<file path="src/rtl/mutidata_rx.sv">
// -----------------------------------------------------------------------------
// mutidata_rx
// Receive-side endpoint of a multi-bit req/ack four-phase CDC handshake.
// Everything here runs in the destination clock domain. The source's level
// request is synchronized, the source-held data word is captured once per
// four-phase cycle, and the word is presented downstream with valid/ready.
// A registered level acknowledge goes back to the source domain.
//
// Parameters
//   DW          data word width
//   SYNC_STAGES flops in the req synchronizer chain (2..4)
//   CNT_W       width of the completed-handoff counter
//
// Ports
//   clk_o      destination-domain clock, the only clock in the block
//   rst_o      asynchronous active-low reset
//   req        request level from the source domain (asynchronous)
//   din        source-held data, stable while req is high until ack is seen
//   ack        registered acknowledge level to the source domain
//   out_vld    dout holds a captured word
//   out_rdy    consumer accepts the word on out_vld && out_rdy at a clock edge
//   dout       captured word, registered
//   xfer_cnt   completed downstream handoffs, wraps silently
//   proto_err  sticky flag: source dropped req before ack was returned
// -----------------------------------------------------------------------------
module mutidata_rx #(
  parameter int DW          = 8,
  parameter int SYNC_STAGES = 2,
  parameter int CNT_W       = 16
) (
  input  logic             clk_o,
  input  logic             rst_o,
  input  logic             req,
  input  logic [DW-1:0]    din,
  output logic             ack,
  output logic             out_vld,
  input  logic             out_rdy,
  output logic [DW-1:0]    dout,
  output logic [CNT_W-1:0] xfer_cnt,
  output logic             proto_err
);

  typedef enum logic [1:0] {
    IDLE = 2'b00,
    HOLD = 2'b01,
    ACK  = 2'b10
  } state_t;

  state_t                 state;
  logic [SYNC_STAGES-1:0] req_sync;
  logic                   req_s;

  // Request synchronizer. Only the last stage is used by the FSM; the raw
  // req input never reaches any other logic. din is deliberately not
  // synchronized: the handshake guarantees it is stable when it is sampled.
  always_ff @(posedge clk_o or negedge rst_o) begin
    if (!rst_o) begin
      req_sync <= '0;
    end else begin
      req_sync <= {req_sync[SYNC_STAGES-2:0], req};
    end
  end

  assign req_s = req_sync[SYNC_STAGES-1];

  // Handshake FSM with registered outputs.
  // IDLE captures din on the first synchronized req and moves to HOLD.
  // HOLD keeps the word until the consumer takes it, then raises ack. A req
  // that falls while the word is still held is flagged but the word is still
  // delivered, so the source never loses a transfer it already launched.
  // ACK waits for the synchronized req to fall before a new capture can
  // happen, which is what rules out duplicate handoffs.
  always_ff @(posedge clk_o or negedge rst_o) begin
    if (!rst_o) begin
      state     <= IDLE;
      ack       <= 1'b0;
      out_vld   <= 1'b0;
      dout      <= '0;
      xfer_cnt  <= '0;
      proto_err <= 1'b0;
    end else begin
      case (state)
        IDLE: begin
          ack     <= 1'b0;
          out_vld <= 1'b0;
          if (req_s) begin
            dout    <= din;
            out_vld <= 1'b1;
            state   <= HOLD;
          end
        end

        HOLD: begin
          if (!req_s) begin
            proto_err <= 1'b1;
          end
          if (out_rdy) begin
            out_vld  <= 1'b0;
            ack      <= 1'b1;
            xfer_cnt <= xfer_cnt + CNT_W'(1);
            state    <= ACK;
          end
        end

        ACK: begin
          if (!req_s) begin
            ack   <= 1'b0;
            state <= IDLE;
          end
        end

        // Unreachable encoding: drop straight back to a quiet IDLE.
        default: begin
          ack     <= 1'b0;
          out_vld <= 1'b0;
          state   <= IDLE;
        end
      endcase
    end
  end

endmodule

</file>
<file path="config.mk">
export PLATFORM = sky130hd
export DESIGN_NAME = mutidata_rx
export DESIGN_NICKNAME = d
export VERILOG_FILES = /design/src/rtl/mutidata_rx.sv
export SDC_FILE = /design/constraint.sdc
export NUM_CORES = 1
export LEC_CHECK = 0
export ABC_AREA = 1
export CORE_UTILIZATION = 45
export DETAILED_ROUTE_END_ITERATION = 8
export PLACE_DENSITY = 0.86
export SETUP_SLACK_MARGIN = 0.1
export SKIP_LAST_GASP = 1
export SLEW_MARGIN = 20
export SYNTH_ARGS = -nofsm -noshare
export SYNTH_HDL_FRONTEND = slang
export SYNTH_SLANG_ARGS = --single-unit
</file>
<file path="constraint.sdc">
create_clock -name clk_o -period 1.5 [get_ports clk_o]
set_input_delay 0.15 -clock clk_o [delete_from_list [all_inputs] [get_ports clk_o]]
set_output_delay 0.15 -clock clk_o [all_outputs]
set_load 0.05 [all_outputs]
</file>
Word-level counts from Yosys, hierarchy flattened
Index checks and enable logic that the tools add are counted.
Widths: inputs -> output; s select.
{ "totals": {"ff_bits": 31, "in_bits": 12, "word_cells": 32, "output_inout_bits": 27} }
{ "op_classes": {"n_mux": 10, "bitwise": 2, "eq_ne": 5, "addsub": 1, "n_reduce_logical": 7} }
{ "op_table": {"columns": ["operator", "count"], "rows": [
  ["$add 16x1->16 const B", 1],
  ["$reduce_and 2->1", 5],
  ["$mux 2", 3],
  ["$ne 2x2->1 const B", 3],
  ["$pmux 2 s3", 1],
  ["$mux 1", 4],
  ["$pmux 1 s3", 1],
  ["$reduce_and 3->1", 1],
  ["$eq 2x1->1 const B", 1],
  ["$eq 2x2->1 const B", 1],
  ["$logic_not 2->1", 1],
  ["$not 1->1", 2],
  ["$pmux 1 s2", 1]
]} }

Logic depth before layout (Yosys ltp)
{ "logic_depth": {"word_depth": 3, "mapped_depth": 8, "mapped_depth_nobuf": 8} }

Worst setup path after synthesis
No wires, ideal clock.
{ "synth_path": {"path_kind": "reg2reg", "from": "register xfer_cnt[0]", "to": "register xfer_cnt[8]", "stages_incl_launch_ff": 7, "path_buffers": 0, "period_less_slack_ns": 1.586, "required_time_ns": 1.379, "setup_time_ns": 0.121, "path_slack_ns": -0.086, "arrival_ns": 1.465, "path_cell_list": "dfrtp_1 -> ha_1 -> nand3_2 -> nor2_8 -> nand2_2 -> o21ai_2 -> nand2_1"} }
{ "synth_between": {"elab_chain_len": 1} }
{ "synth_lines": {"columns": ["item", "line", "source"], "rows": [
  ["start, declared", "39", "output logic [CNT_W-1:0] xfer_cnt,"],
  ["start signal, assigned", "100", "xfer_cnt <= xfer_cnt + CNT_W'(1);"],
  ["$add 16x1->16", "100", null]
]} }
Every way passes these cells.
A chain may end at the register's enable or synchronous reset.

Worst setup path after layout
{ "layout_path": {"from": "register xfer_cnt[0]", "to": "register xfer_cnt[10]"} }
Same word-level chain as after synthesis.

==> impl_metrics.py <==
metrics = {
    "global_routing": {
        "antenna_found_initial": 0,
        "grt_start_max_net_pins": 32,
        "grt_pass1_wl_um": 5050,
        "grt_overflow_total": 0,
        "grt_pass1_vias": 1158,
        "grt_util_all_layers": 0.2014,
    },
    "timing": {
        "skew_ps": 10.51,
        "setup_tns_ps": 0,
        "tightestPinTransition_ps": 375.3,
        "slew-limit-headroom": 0.7498,
        "fmax_mhz": 778.1,
        "finalCritPeriodShare": 0.8568,
        "drv_slew": 0,
        "hold_viol_final": 0,
        "min_period_ps": 1285,
        "rsz0062_at_grt": "no",
        "setup_viol": 0,
    },
    "die": {
        "die_h_um": 58.82,
        "start_util": 0.4758,
        "fp-row-count": 20,
        "design.core.area_mm2": 0.003053,
        "ios": 39,
        "die_w_um": 58.82,
        "die_area_mm2": 0.003459,
    },
    "critical_path": {
        "crit_arrival_ps": 1500,
        "slowest_stage": "dfrtp_2",
        "reg2reg_depth": 5,
        "end_kind": "register",
        "r2r-end": "xfer_cnt[10]",
        "critPathKind": "reg2reg",
        "worstReg2RegStart": "xfer_cnt[0]",
        "start_kind": "register",
        "crit_chain": "ha_1 -> inv_1 -> nor2_1 -> nand4_1 -> xnor2_1",
        "critPathRequiredTime_ps": 1710,
        "r2r_slack_ps": 210,
        "path_max_fanout": 4,
        "crit_path_max_incr_delay_ps": 420,
    },
    "cts": {
        "root_buffer": "clkbuf_4",
        "clk_pin_slew_worst_paths_ps": 90,
        "cts_buffers": 5,
        "clkSinkCount": 31,
        "ctsResizeCount": 0,
        "clk_path_buf_depth": 2,
        "clk_latency_ps": 330,
        "cts_setup_buffers": 0,
        "cts-htree-levels": 2,
        "cts_tree": "yes",
        "cts-hold-fix-buffers": 0,
    },
    "synth": {
        "yosysTopAreaCell": "dfrtp_1",
        "yosys_warnings": 0,
        "synth_area_leaders": "dfrtp_1 (53%), nand2_1 (9.3%), mux2_2 (6.2%), inv_1 (4.1%), nand4_1 (3.4%)",
        "synth_top_cell_area_share": 0.5340,
        "synth_edf_count": 0,
        "synth_cells": 147,
        "ys_async_sr_fraction": 1.000,
        "yosysSeqAreaShare": 0.5340,
        "synth_cell_types": 23,
        "synth_area_mm2": 0.001453,
        "syn_avg_cell_area_um2": 9.882,
        "ys_ff_latch": 31,
        "ys.flop_type": "dfrtp_1",
        "synth_nets": 160,
    },
    "cells_and_area": {
        "final_util": 0.6254,
        "n_antenna_cell": 0,
        "area_growth_pct": 31.44,
        "drive_above_1_share": 0.3402,
        "finish.net_count": 206,
    },
    "route": {
        "drt-initial-drc-count": 37,
        "firstDrtPassIters": 4,
        "via_count": 1172,
        "vias_per_cell": 4.924,
        "wl_per_cell_um": 11.92,
        "route.antenna.remaining_nets": 0,
        "drc": 0,
        "wl_um": 2837,
    },
    "worst_hold_path": {
        "min_path_type": "in2async",
    },
    "job": {
        "cap_violations": 0,
    },
    "power_and_ir_drop": {
        "ir_drop_mv": 1.277,
        "p_leak_nw": 0.9140,
        "cellPowerDensity_mw_per_mm2": 1677,
    },
    "placed_design": {
        "portBuffers": 38,
        "detailed_place_hpwl_um": 2167,
        "gp_congestion": 0.8423,
    },
    "status": {
        "status": "complete, no violations",
    },
}
-- through the flow --
stage	setup WS (ps)	instances	total power [W]	hold slack (ps)	cell area, µm²
floorplan	105.5	147	0.002297	-145.6	1463
global placement	109.7	230	0.002739	334.0	1859
detailed placement	77.97	230	0.002773	341.3	1859
CTS	205.8	238	0.003244	189.3	1909
global route	123.2	238	0.003381	212.2	1909
finish	214.9	238	0.003202	192.9	1909
-- cell usage in the layout (no fill, tap or decap), drive strengths merged --
cell type      synthesis  routed
clkbuf                 0       7
xor2                   5       5
nor2                  14      14
clkinv                 1       2
nand4                  8       8
o21ai                  4       4
dfrtp                 31      31
o21bai                 1       1
mux2                   8       8
nand3                 10      10
buf                    1      29
nor3                   4       4
clkdlybuf4s50          0      11
inv                   17      17
ha                     1       1
xnor2                  4       4
nand2                 38      38
-- logic make-up after synthesis --
logic type | share of synthesized area
flops | 0.5340
compound gates | 0.02153
mux | 0.06202
fa+ha+maj | 0.008612
simple gates | 0.2644
buf+inv | 0.05512
xor+xnor | 0.05426
-- flip-flops by register name, summed over array words and instances (netlist names) --
register / flops
req_sync: 2
proto_err: 1
dout: 8
ack: 1
state: 2
xfer_cnt: 16
out_vld: 1
-- worst max-delay path, delay by kind of cell (launching register included) --
kind | cells | cell delay (ps)
adder cells (fa/ha/maj) | 1 | 200
flip-flops | 1 | 420
XOR/XNOR | 1 | 150
AND/OR/NAND/NOR | 2 | 330
buffers and inverters | 1 | 60
-- area by class of cell --
class / count / area, µm²
fillers: 270 / 1144
flip-flops and latches: 31 / 785.8
multi-input cells: 97 / 596.8
repair buffers: 40 / 352.8
inverters: 18 / 68.82
well taps: 44 / 55.05
clock buffers: 7 / 45.04
clock inverters: 1 / 5.005
-- cells in the mapped netlist, types with 2 or more instances --
cell      n
nand2_1  36
dfrtp_1  31
inv_1    16
nor2_1   10
mux2_2    8
nand4_1   8
nand3_1   6
xor2_1    5
nand3_2   4
xnor2_1   4
o21ai_0   3
nand2_2   2
nor2_4    2
nor3_1    2
nor3_2    2
-- routing by layer --
metal / GRT usage / up-vias / routed length [µm]
met5: 0 / - / 0
met4: 0.08503 / 0 / 44
met3: 0.07473 / 5 / 197
met2: 0.3523 / 43 / 1427
met1: 0.2181 / 560 / 1167
li1: - / 564 / -
-- worst max-delay path by stage --
stage	startpoint	to	slack [ps]
floorplan	xfer_cnt[0]	xfer_cnt[8]	110
global placement	out_rdy	xfer_cnt[7]	110
detailed placement	out_rdy	xfer_cnt[11]	80
CTS	xfer_cnt[0]	xfer_cnt[10]	210
global route	xfer_cnt[0]	xfer_cnt[8]	120
finish	xfer_cnt[0]	xfer_cnt[10]	210
-- where the power goes --
part           switching, W  total (W)  internal [W]
combinational       0.00100    0.00150      0.000499
clock              0.000270   0.000452      0.000182
sequential         0.000188    0.00125       0.00106
total               0.00146    0.00320       0.00174
Power figures use the tool's default switching activity.
